$ cat src/rtl/seg7_pkg.sv
// Shared types and constants for the seven-segment scan controller.
package seg7_pkg;

    typedef enum logic {
        BLANK = 1'b0,
        SHOW  = 1'b1
    } scan_state_t;

    // All segments off (active-low)
    localparam logic [6:0] SEG_OFF = 7'b1111111;

    // Active-low {g,f,e,d,c,b,a} pattern per hex digit, entry 15 first
    localparam logic [15:0][6:0] HEX_SEG_TABLE = {
        7'b0001110,  // F
        7'b0000110,  // E
        7'b0100001,  // d
        7'b1000110,  // C
        7'b0000011,  // b
        7'b0001000,  // A
        7'b0010000,  // 9
        7'b0000000,  // 8
        7'b1111000,  // 7
        7'b0000010,  // 6
        7'b0010010,  // 5
        7'b0011001,  // 4
        7'b0110000,  // 3
        7'b0100100,  // 2
        7'b1111001,  // 1
        7'b1000000   // 0
    };

endpackage

$ cat src/rtl/hex_to_seg7.sv
// Combinational hex nibble to active-low seven-segment decoder.
module hex_to_seg7
    import seg7_pkg::*;
(
    input  logic [3:0] nibble,
    output logic [6:0] seg
);

    // Table lookup of the segment pattern
    always_comb begin
        seg = HEX_SEG_TABLE[nibble];
    end

endmodule

$ cat src/rtl/seg7_scan_ctrl.sv
// Four-digit seven-segment scan controller with blanking gap between digits.
module seg7_scan_ctrl
    import seg7_pkg::*;
#(
    parameter int NUM_DIGITS   = 4,
    parameter int BLANK_CYCLES = 16
) (
    input  logic                      clk,
    input  logic                      reset,
    input  logic                      tick,
    input  logic [4*NUM_DIGITS-1:0]   value,
    input  logic [NUM_DIGITS-1:0]     dp_mask,
    input  logic [NUM_DIGITS-1:0]     digit_en,
    input  logic                      lz_blank,
    output logic [NUM_DIGITS-1:0]     an,
    output logic [6:0]                seg,
    output logic                      dp,
    output logic                      frame_done
);

    localparam int IDX_W = (NUM_DIGITS > 1) ? $clog2(NUM_DIGITS) : 1;
    localparam int CNT_W = $clog2(BLANK_CYCLES + 1);
    localparam logic [CNT_W-1:0] CNT_RELOAD = CNT_W'(BLANK_CYCLES - 1);
    localparam logic [IDX_W-1:0] IDX_LAST   = IDX_W'(NUM_DIGITS - 1);

    scan_state_t state, state_nxt;
    logic [IDX_W-1:0] idx, idx_nxt;
    logic [CNT_W-1:0] cnt, cnt_nxt;
    logic             capture;

    logic [4*NUM_DIGITS-1:0] sh_value;
    logic [NUM_DIGITS-1:0]   sh_dp;
    logic [NUM_DIGITS-1:0]   sh_en;
    logic                    sh_lz;

    logic [NUM_DIGITS-1:0] an_nxt;
    logic [6:0]            seg_nxt;
    logic                  dp_nxt;
    logic                  frame_done_nxt;

    logic [NUM_DIGITS-1:0] lz_mask;
    logic                  upper_zero;
    logic [3:0]            cur_nib;
    logic                  cur_en;
    logic                  cur_dp;
    logic                  cur_lzb;
    logic [6:0]            dec_seg;

    // Leading-zero mask from the shadow copy and selection of the current digit's fields
    always_comb begin
        lz_mask    = '0;
        upper_zero = 1'b1;
        cur_nib    = '0;
        cur_en     = 1'b0;
        cur_dp     = 1'b0;
        cur_lzb    = 1'b0;
        for (int unsigned k = 0; k < NUM_DIGITS; k++) begin
            upper_zero = upper_zero && (sh_value[4*(NUM_DIGITS-1-k) +: 4] == 4'h0);
            lz_mask[NUM_DIGITS-1-k] = sh_lz && upper_zero && (k != NUM_DIGITS - 1);
        end
        for (int unsigned i = 0; i < NUM_DIGITS; i++) begin
            if (idx == IDX_W'(i)) begin
                cur_nib = sh_value[4*i +: 4];
                cur_en  = sh_en[i];
                cur_dp  = sh_dp[i];
                cur_lzb = lz_mask[i];
            end
        end
    end

    hex_to_seg7 u_dec (
        .nibble (cur_nib),
        .seg    (dec_seg)
    );

    // Next-state and next-output logic; outputs are registered from the current
    // state, so the first SHOW cycle lights the digit one edge after the
    // counter reaches zero and a tick blanks the outputs on the same edge.
    always_comb begin
        state_nxt      = state;
        idx_nxt        = idx;
        cnt_nxt        = cnt;
        capture        = 1'b0;
        an_nxt         = '1;
        seg_nxt        = SEG_OFF;
        dp_nxt         = 1'b1;
        frame_done_nxt = 1'b0;
        case (state)
            BLANK: begin
                if (cnt == '0) begin
                    state_nxt = SHOW;
                    capture   = (idx == '0);
                end else begin
                    cnt_nxt = cnt - CNT_W'(1);
                end
            end
            SHOW: begin
                if (tick) begin
                    state_nxt      = BLANK;
                    cnt_nxt        = CNT_RELOAD;
                    idx_nxt        = (idx == IDX_LAST) ? '0 : idx + IDX_W'(1);
                    frame_done_nxt = (idx == IDX_LAST);
                end else if (cur_en && !cur_lzb) begin
                    for (int unsigned i = 0; i < NUM_DIGITS; i++) begin
                        an_nxt[i] = (idx != IDX_W'(i));
                    end
                    seg_nxt = dec_seg;
                    dp_nxt  = ~cur_dp;
                end
            end
            default: begin
                state_nxt = BLANK;
            end
        endcase
    end

    // State, counters, shadow capture and registered outputs
    always_ff @(posedge clk) begin
        if (reset) begin
            state      <= BLANK;
            idx        <= '0;
            cnt        <= CNT_RELOAD;
            sh_value   <= '0;
            sh_dp      <= '0;
            sh_en      <= '0;
            sh_lz      <= 1'b0;
            an         <= '1;
            seg        <= SEG_OFF;
            dp         <= 1'b1;
            frame_done <= 1'b0;
        end else begin
            state      <= state_nxt;
            idx        <= idx_nxt;
            cnt        <= cnt_nxt;
            an         <= an_nxt;
            seg        <= seg_nxt;
            dp         <= dp_nxt;
            frame_done <= frame_done_nxt;
            if (capture) begin
                sh_value <= value;
                sh_dp    <= dp_mask;
                sh_en    <= digit_en;
                sh_lz    <= lz_blank;
            end
        end
    end

endmodule

$ cat config.mk
export PLATFORM = sky130hd
export DESIGN_NAME = seg7_scan_ctrl
export DESIGN_NICKNAME = d
export VERILOG_FILES = /design/src/rtl/seg7_pkg.sv /design/src/rtl/hex_to_seg7.sv /design/src/rtl/seg7_scan_ctrl.sv
export SDC_FILE = /design/constraint.sdc
export NUM_CORES = 1
export LEC_CHECK = 0
export BUFFER_PORTS_ARGS = -buffer_cell sky130_fd_sc_hd__buf_2
export CAP_MARGIN = 20
export CORE_MARGIN = 5
export CORE_UTILIZATION = 40
export DETAILED_ROUTE_END_ITERATION = 12
export GPL_TIMING_DRIVEN = 0
export PLACE_DENSITY = 0.71
export SETUP_SLACK_MARGIN = 0.1
export SLEW_MARGIN = 5
export SYNTH_ARGS = -nofsm -noshare
export SYNTH_HDL_FRONTEND = slang
export SYNTH_SLANG_ARGS = --single-unit
$ cat constraint.sdc
create_clock -name clk -period 2.1 [get_ports clk]
set_input_delay 0.105 -clock clk [delete_from_list [all_inputs] [get_ports clk]]
set_output_delay 0.105 -clock clk [all_outputs]
set_load 0.005 [all_outputs]
; ---- After elaboration in Yosys (flattened, before gate mapping)
; Memory sizes are Yosys's and may differ from the RTL's. A register that Yosys moved wholly into a read port is not among the register bits.
; Index checks and enable logic that the tools add are counted.
; Widths: inputs -> output; s select.
[classes]
n_bitwise = 4
muxes = 24
n_reduce_logical = 17
n_eq_ne = 8
n_addsub = 2
[ops]
columns = cell, count
row1 = $mux 4, 4
row2 = $mux 1, 15
row3 = $logic_not 4->1, 3
row4 = $mux 5, 2
row5 = $pmux 5 s2, 1
row6 = $ne 2x2->1 const B, 4
row7 = $logic_and 1x1->1, 6
row8 = $logic_not 5->1, 1
row9 = $sub 5x1->5 const B, 1
row10 = $eq 2x2->1 const B, 2
row11 = $not 1->1, 4
row12 = $reduce_and 2->1, 2
row13 = $reduce_or 4->1, 1
row14 = $reduce_or 3->1, 1
row15 = $add 2x1->2 const B, 1
row16 = $eq 2x1->1 const B, 1
row17 = $logic_not 2->1, 1
row18 = $mux 2, 1
row19 = $ne 2x1->1 const B, 1
row20 = $pmux 1 s2, 1
row21 = $reduce_bool 2->1, 1
row22 = $logic_not 1->1, 1
[totals]
n_memories = 1
out_inout_bits = 13
register_bits = 39
mem_bits_ro = 112
[mem_list]
columns = memory, depth, word_bits, read_ports, rd_ports_with_merged_regs, wr, line
row1 = (name not given), 16, 7, 1, 1, 0, hex_to_seg7.sv:11  ; seg = HEX_SEG_TABLE[nibble];

; ---- Depth between registers and ports, before layout
; Gate-level depths: netlist of the first run.
[depth]
ltp_word = 11
depth_mapped = 10

; ---- Cells and area by module
; Synthesis of the first run repeated with hierarchy kept, for this count alone.
[hier_totals]
hier_cells = 259
area_unflattened_um2 = 2190.9
[modules_own_cells]
columns = module, cells_per_inst, area_each_um2, instances, seq_area_each_um2
row1 = seg7_scan_ctrl, 228, 1938.1, 1, 920.9
row2 = hex_to_seg7, 31, 252.7, 1, 0.0

; ---- Worst setup path before layout of the first run
; No wires, ideal clock.
[synth_timing]
path_kind = reg2reg
start = register idx[1]
end = register seg[0]
period_less_slack_ps = 2114
required_ps = 1976
setup_slack_ps = -14
setup_ps = 124
path_stages_with_launch = 10
path_buffers = 1
t_arrival_ps = 1989
path_cell_list = dfxtp_1 > inv_1 > ha_1 > buf_4 > nand3b_1 > a221oi_2 > inv_1 > ha_1 > nor3_1 > o31ai_2
[synth_via]
elab_chain_cells = 8
elab_cells_between_ends = 19
cone_classes = eq/ne (3) / mux (11) / bitwise (1) / reduce/logical (4)
[synth_lines]
columns = item, line
row1 = start: declaration, seg7_scan_ctrl.sv:27  ; logic [IDX_W-1:0] idx, idx_nxt;
row2 = start signal: assignment, seg7_scan_ctrl.sv:133  ; idx <= idx_nxt;
row3 = $logic_not 2->1 / $eq 2x1->1 (equally long branches), seg7_scan_ctrl.sv:62  ; if (idx == IDX_W'(i)) begin
row4 = $mux 1 (3 in a row), seg7_scan_ctrl.sv:62
row5 = $mux 1 / $logic_not 1->1 (equally long branches), "seg7_scan_ctrl.sv:62, seg7_scan_ctrl.sv:103"
row6 = $logic_and 1x1->1, seg7_scan_ctrl.sv:103  ; end else if (cur_en && !cur_lzb) begin
row7 = $not 1->1 (no source line), -
row8 = $reduce_or 4->1 (no source line), -
row9 = end: declaration, seg7_scan_ctrl.sv:16  ; output logic [6:0] seg,
; Several ways; a longest one is shown, not always the timed one.
; A chain may end at the register's enable or synchronous reset.

; ---- Worst setup path after layout of the first run
[layout_timing]
start = register idx[0]
end = register seg[3]
; The elaborated chain is that of the path after synthesis.

==> run metrics, run 1 <==
Period Utilization, post-route 0.956; buffer depth of the longest clock path 2; Final HPWL DP 3.61 mm; most common cell after layout, fill and taps aside nand2_1; gp weighted congestion 0.810; 1st-iter DRT viols 100; Final Core Density 0.552; Max transition margin 0.671; RSZ-0062 raised after global routing yes; Arr. time, crit path 2170 ps; worst hold path cell count 3; Area Growth Syn to Fin 34.9%; GRT Util Overall 0.145; Syn Area/Cell 8.42 um2; FMAX 0.498 GHz; layout cells sized above 1 0.343; crit path launch idx[0]; worst clock skew 8.77 ps; mean number of vias per cell 4.92; Tmin final 2010 ps; RR Endpoint seg[3]; Die Ht 84.9 um; ANT cells 0; first-pass GRT wire length 8.54 mm; CTS clock-pin slew for the worst setup and hold paths 80 ps; Endpoint, Worst Hold sh_en[3]; CTS tree done; I/O pin total 41; Mapped Cells 266; Post-route DRC 0; Final Max Tran Viols 0; Post-synth EDFFs 0; Crit. End Element register; Final nets 374; post-synthesis async set-or-reset flop share 0; Peak VDD IR 0.322 mV; Mapped Nets 306; DRT Wirelength 5.19 mm; Pwr per Cell Area 522 nW/um2; Pleak 0.00113 uW; depth of the CTS H-tree 2; Seq cells post-synth 46; Worst Setup Path Type register to register; Die X 84.9 um; core area 5470 um2; actual slew at the worst max-slew pin 494 ps; simple-gate area share of the yosys netlist 0.270; min-delay src digit_en[3]; status finished clean; worst r2r src idx[0]; clock latency at the later pin of the worst-skew pair 300 ps; Syn. warnings 0; largest family of logic cells by synthesized area simple AND/OR/NAND/NOR gates; initial antenna violation count 0; Synth Cell Area 2240 um2; row cnt 27; die footprint 7200 um2; Distinct cells, synth 46; complex-gate fraction of the synthesized area 0.176; largest net degree at the start of global routing 14; Post-Synth Adder-Cell Area 0.0670; setup violators final 0; Hold Vio Cnt, Final 0; DR vias 2,002; cells on worst reg2reg path 10; CP Launch Type register; Top FF cell, synth dfxtp_1; R2R setup slack 90 ps; # fillers 501; post-synthesis mux area share 0.00447; commonest non-fill, non-tap cells in the layout 76 x nand2_1, 44 x dfxtp_1, 40 x buf_2; HP Class primary input to register; Worst EP required 2260 ps; total grt overflow 0; Synth Area in XOR/XNOR 0.00782; Root Buffer Master clkbuf_8; TritonRoute pass-1 iters 4; initial core utilization 0.409; clk sink count 46; number of nets still failing antenna checks after routing 0; worst-path fanout max 10; WL per Instance 12.8 um; Max-Cap Viols 0; clock buffer count from CTS 5; register area share after synthesis 0.411; I/O Buffers 40; final hold slack 29.8 ps; number of global-route vias before repair 1,906
-- cell families (layout without fill, tap and decap cells) --
logic type | count (synthesis) | count (layout)
AOI/OAI and AO/OA | 62 | 62
xor gates and xnor gates | 2 | 2
adders and majority gates | 12 | 12
buffers and inverters | 24 | 93
DFF | 46 | 46
muxes | 1 | 1
and+or+nand+nor | 119 | 119
-- worst max-delay path by stage --
stage                         to  slack [ps]  cells after the start
after floorplan           seg[0]         120                      9
after global placement    seg[0]         -80                      9
after detailed placement  seg[0]        -100                      9
after CTS                 seg[3]          70                     10
after global routing      seg[3]          30                     11
final                     seg[3]          90                     10
-- synth_stat cells (4+ instances only) --
library cell	count	area [um2]
nor2_1	7	26.3
nand3b_1	5	37.5
o211ai_1	5	37.5
a21oi_1	36	180
nor3_1	4	20.0
nand3_1	4	20.0
nand2_1	76	285
inv_1	7	26.3
buf_6	5	56.3
o21ai_1	4	20.0
dfxtp_1	46	921
ha_1	12	150
clkbuf_1	5	18.8
-- registers in the layout, indices dropped and copies added (netlist names) --
name,flops
idx,2
an,4
seg,7
cnt,5
sh_dp,4
state,1
frame_done,1
sh_lz,1
sh_en,4
sh_value,16
dp,1
-- timing repair --
item,CTS,global route
hold buffers,0,0
pin swaps,7,6
setup endpoints to repair,7,17
resized for setup,17,24
setup buffers,16,5
-- metal layers --
layer,vias to the layer above,global-route usage,part of all wire
met3,2,0.0544,0.057
met2,37,0.251,0.51
met4,0,0.0259,0.0062
met5,-,0,0
li1,1050,-,-
met1,913,0.174,0.42
-- report_power, final --
part	internal [uW]	total (uW)	leakage [uW]	switching, uW
Clock	356	646	0.0000524	290
Combinational	26.6	52.9	0.000702	26.4
Sequential	875	880	0.000373	4.83
-- cell type report --
| class | instances | area [um2] | share of cell area |
|---|---|---|---|
| tap | 72 | 90.1 | 0.0298 |
| clock inverter | 1 | 30.0 | 0.00993 |
| buffer | 16 | 135 | 0.0447 |
| sequential | 46 | 926 | 0.306 |
| multi-input combinational | 196 | 1340 | 0.445 |
| inverter | 8 | 35.0 | 0.0116 |
| timing repair buffer | 61 | 387 | 0.128 |
| clock buffer | 7 | 76.3 | 0.0252 |
-- critical path, stage by stage, from the launching register on --
cell,delay (ps)
dfxtp_4,380
ha_1,210
buf_6,140
buf_6,140
a221oi_4,290
buf_6,170
inv_4,60
ha_4,260
nand2_1,40
o211ai_1,70
o211ai_1,110
-- metrics by stage --
stage / cells / instance area (um2) / setup slack, ps / TNS, ps / total power (uW)
global placement: 378 / 2550 / -84.3 / -281 / 954
detailed placement: 378 / 2550 / -104 / -425 / 955
CTS: 402 / 2860 / 65.4 / 0 / 1600
floorplan: 266 / 2260 / 119 / 0 / 922
global route: 407 / 3020 / 25.2 / 0 / 1650
finish: 407 / 3020 / 92.5 / 0 / 1580
(Power assumes the default switching activity.)
==> run 2: changes to the inputs <==
--- a/config.mk
+++ b/config.mk
@@ -11,7 +11,7 @@
 export CORE_UTILIZATION = 40
 export DETAILED_ROUTE_END_ITERATION = 12
 export GPL_TIMING_DRIVEN = 0
-export PLACE_DENSITY = 0.71
+export PLACE_DENSITY = 0.69
 export SETUP_SLACK_MARGIN = 0.1
 export SLEW_MARGIN = 5
 export SYNTH_ARGS = -nofsm -noshare
==> run 2 against run 1 <==
Count of clock-buffer cells in the layout decreased by 2. Non-clock buffer count is 2 lower. Die area stayed put. Sequential power barely moved. Largest power group unchanged. Clock power is essentially flat. Via count up 0.90%. Final cell count shrank 0.49%. Global-route usage fell by 0.38 points. Final area decreased by 1.1%. Sequential share of layout area up 0.42 points. Flip-flop and latch count unchanged.
==> run metrics, run 2 (synthesis gave the netlist of run 1 again) <==
actual slew at the worst max-slew pin 510 ps (+16.3 ps); buffer depth of the longest clock path 2 (unchanged); number of nets still failing antenna checks after routing 0 (unchanged); TritonRoute pass-1 iters 4 (unchanged); worst hold path cell count 3 (unchanged); cells on worst reg2reg path 10 (unchanged); clk sink count 46 (unchanged); RR Endpoint seg[3]; ANT cells 0 (unchanged); Sequential cell area 928 um2 (+0.27%); mean number of vias per cell 4.99 (+1.4%); status finished clean; Die Ht 84.9 um (unchanged); fin cells 405 (-0.49%); Largest register FFs 16 (unchanged); Final Max Tran Viols 0 (unchanged); CTS clock-pin slew for the worst setup and hold paths 90 ps (about the same); most common cell after layout, fill and taps aside nand2_1; clock buffer count from CTS 5 (unchanged); 1st-iter DRT viols 110 (+10%); Biggest register sh_value; min-delay src value[15]; HP Class primary input to register; setup violators final 0 (unchanged); row cnt 27 (unchanged); Pwr per Cell Area 527 nW/um2 (+0.93%); placed insts 378 (unchanged); RSZ-0062 raised after global routing yes; Die X 84.9 um (unchanged); CTS tree done; Worst EP required 2270 ps (about the same); CP Launch Type register; Final HPWL DP 3.67 mm (+1.8%); die footprint 7200 um2 (unchanged); DR vias 2,020 (+0.90%); worst-path fanout max 9 (-1); # fillers 523 (+4.4%); Endpoint, Worst Hold sh_value[15]; largest net degree at the start of global routing 15 (+1); Crit. End Element register; Multi-input gate area 1330 um2 (-0.93%); Hold Vio Cnt, Final 0 (unchanged); Post-route DRC 0 (unchanged); Final nets 372 (-0.53%); initial antenna violation count 0 (unchanged); Area Growth Syn to Fin 33.4%; worst clock skew 7.42 ps (-1.35 ps); Pleak 0.00111 uW (-1.5%); clock latency at the later pin of the worst-skew pair 300 ps (about the same); total grt overflow 0 (unchanged); I/O pin total 41 (unchanged); Worst Setup Path Type register to register; number of global-route vias before repair 1,825 (-4.2%); first-pass GRT wire length 8.30 mm (-2.8%); core area 5470 um2 (unchanged); final hold slack 31.9 ps (+2.16 ps); Max-Cap Viols 0 (unchanged); Tmin final 2060 ps (+53.9 ps); Period Utilization, post-route 0.982 (+0.0257); DRT Wirelength 5.45 mm (+5.0%); gp weighted congestion 0.810 (about the same); Peak VDD IR 0.330 mV (+2.5%); worst r2r src idx[0]; initial core utilization 0.409 (unchanged); WL per Instance 13.5 um (+5.5%); Max transition margin 0.657 (-0.0140); GRT Util Overall 0.141 (-0.00375); FMAX 0.485 GHz (-2.6%); R2R setup slack 40 ps (-50 ps); commonest non-fill, non-tap cells in the layout 76 x nand2_1, 44 x dfxtp_1, 40 x buf_2; top flop regs sh_value x16, seg x7, cnt x5; I/O Buffers 40 (unchanged); Root Buffer Master clkbuf_8; depth of the CTS H-tree 2 (unchanged); Arr. time, crit path 2230 ps (+60 ps); layout cells sized above 1 0.342 (-0.000941)
==> run 2: changes by cell type in the layout (fill, tap and decap cells not counted), moves of 2 or more <==
cell / previous run / this run
clkinv_2: 0 / 2
nor2_2: 2 / 0
buf_12: 2 / 0
a211oi_2: 1 / 3
nor3b_2: 3 / 1
buf_6: 10 / 14
buf_4: 20 / 16
nor3b_1: 0 / 2
==> run 2: worst max-delay path by stage <==
stage               startpoint  endpoint  slack, ps  cells past startpoint
floorplan               idx[0]    seg[0]        120                      9
global placement        idx[0]    seg[0]       -100                      9
detailed placement      idx[0]    seg[0]       -160                      9
CTS                     idx[1]    seg[3]         70                     10
global route            idx[0]    seg[3]        -20                      9
finish                  idx[0]    seg[3]         40                     10
==> run 2: area by class of cell <==
type,count,area share
buffer,16,0.0452
clock buffer,5,0.0230
clock inverter,3,0.0134
inverter,8,0.0117
multi-input combinational,196,0.445
sequential,46,0.310
tap,72,0.0301
timing repair buffer,59,0.121
==> run 2: power breakdown <==
group          internal (uW)  total, uW  switching (uW)
clock network            350        645             295
logic                   26.6       52.9            26.3
registers                874        879            4.87
total                   1250       1580             326
==> run 2: repair_timing <==
item / 4_1_cts / 5_1_grt
hold buffers: 0 / 0
endpoints found under the setup margin: 7 / 11
pin swaps: 6 / 10
gates resized for setup: 18 / 28
buffers inserted: 11 / 8
==> run 2: layer usage <==
metal  global-route usage  share of wire  up-vias
li1                     -              -     1047
met1                0.179           0.43      925
met2                0.236           0.51       42
met3               0.0379          0.049        6
met4               0.0432          0.010        0
met5                    0              0        -
==> run 2: critical path, stage by stage, from the launching register on <==
cell      delay [ps]
dfxtp_4          370
inv_2             80
ha_1             180
buf_6            150
nand3b_1         100
a221o_2          420
buf_6            140
ha_4             260
nand2_1           50
o211ai_1          80
o211ai_1         100
==> run 2: metrics by stage <==
stage	TNS [ps]	util	area, um2	total power, uW	setup slack (ps)
after global placement	-336	0.466	2550	954	-95.5
final	0	0.546	2990	1580	38.6
after CTS	0	0.514	2810	1590	69.2
after floorplan	0	-	2260	922	119
after global routing	-19.1	0.546	2990	1640	-19.1
after detailed placement	-712	0.466	2550	955	-159
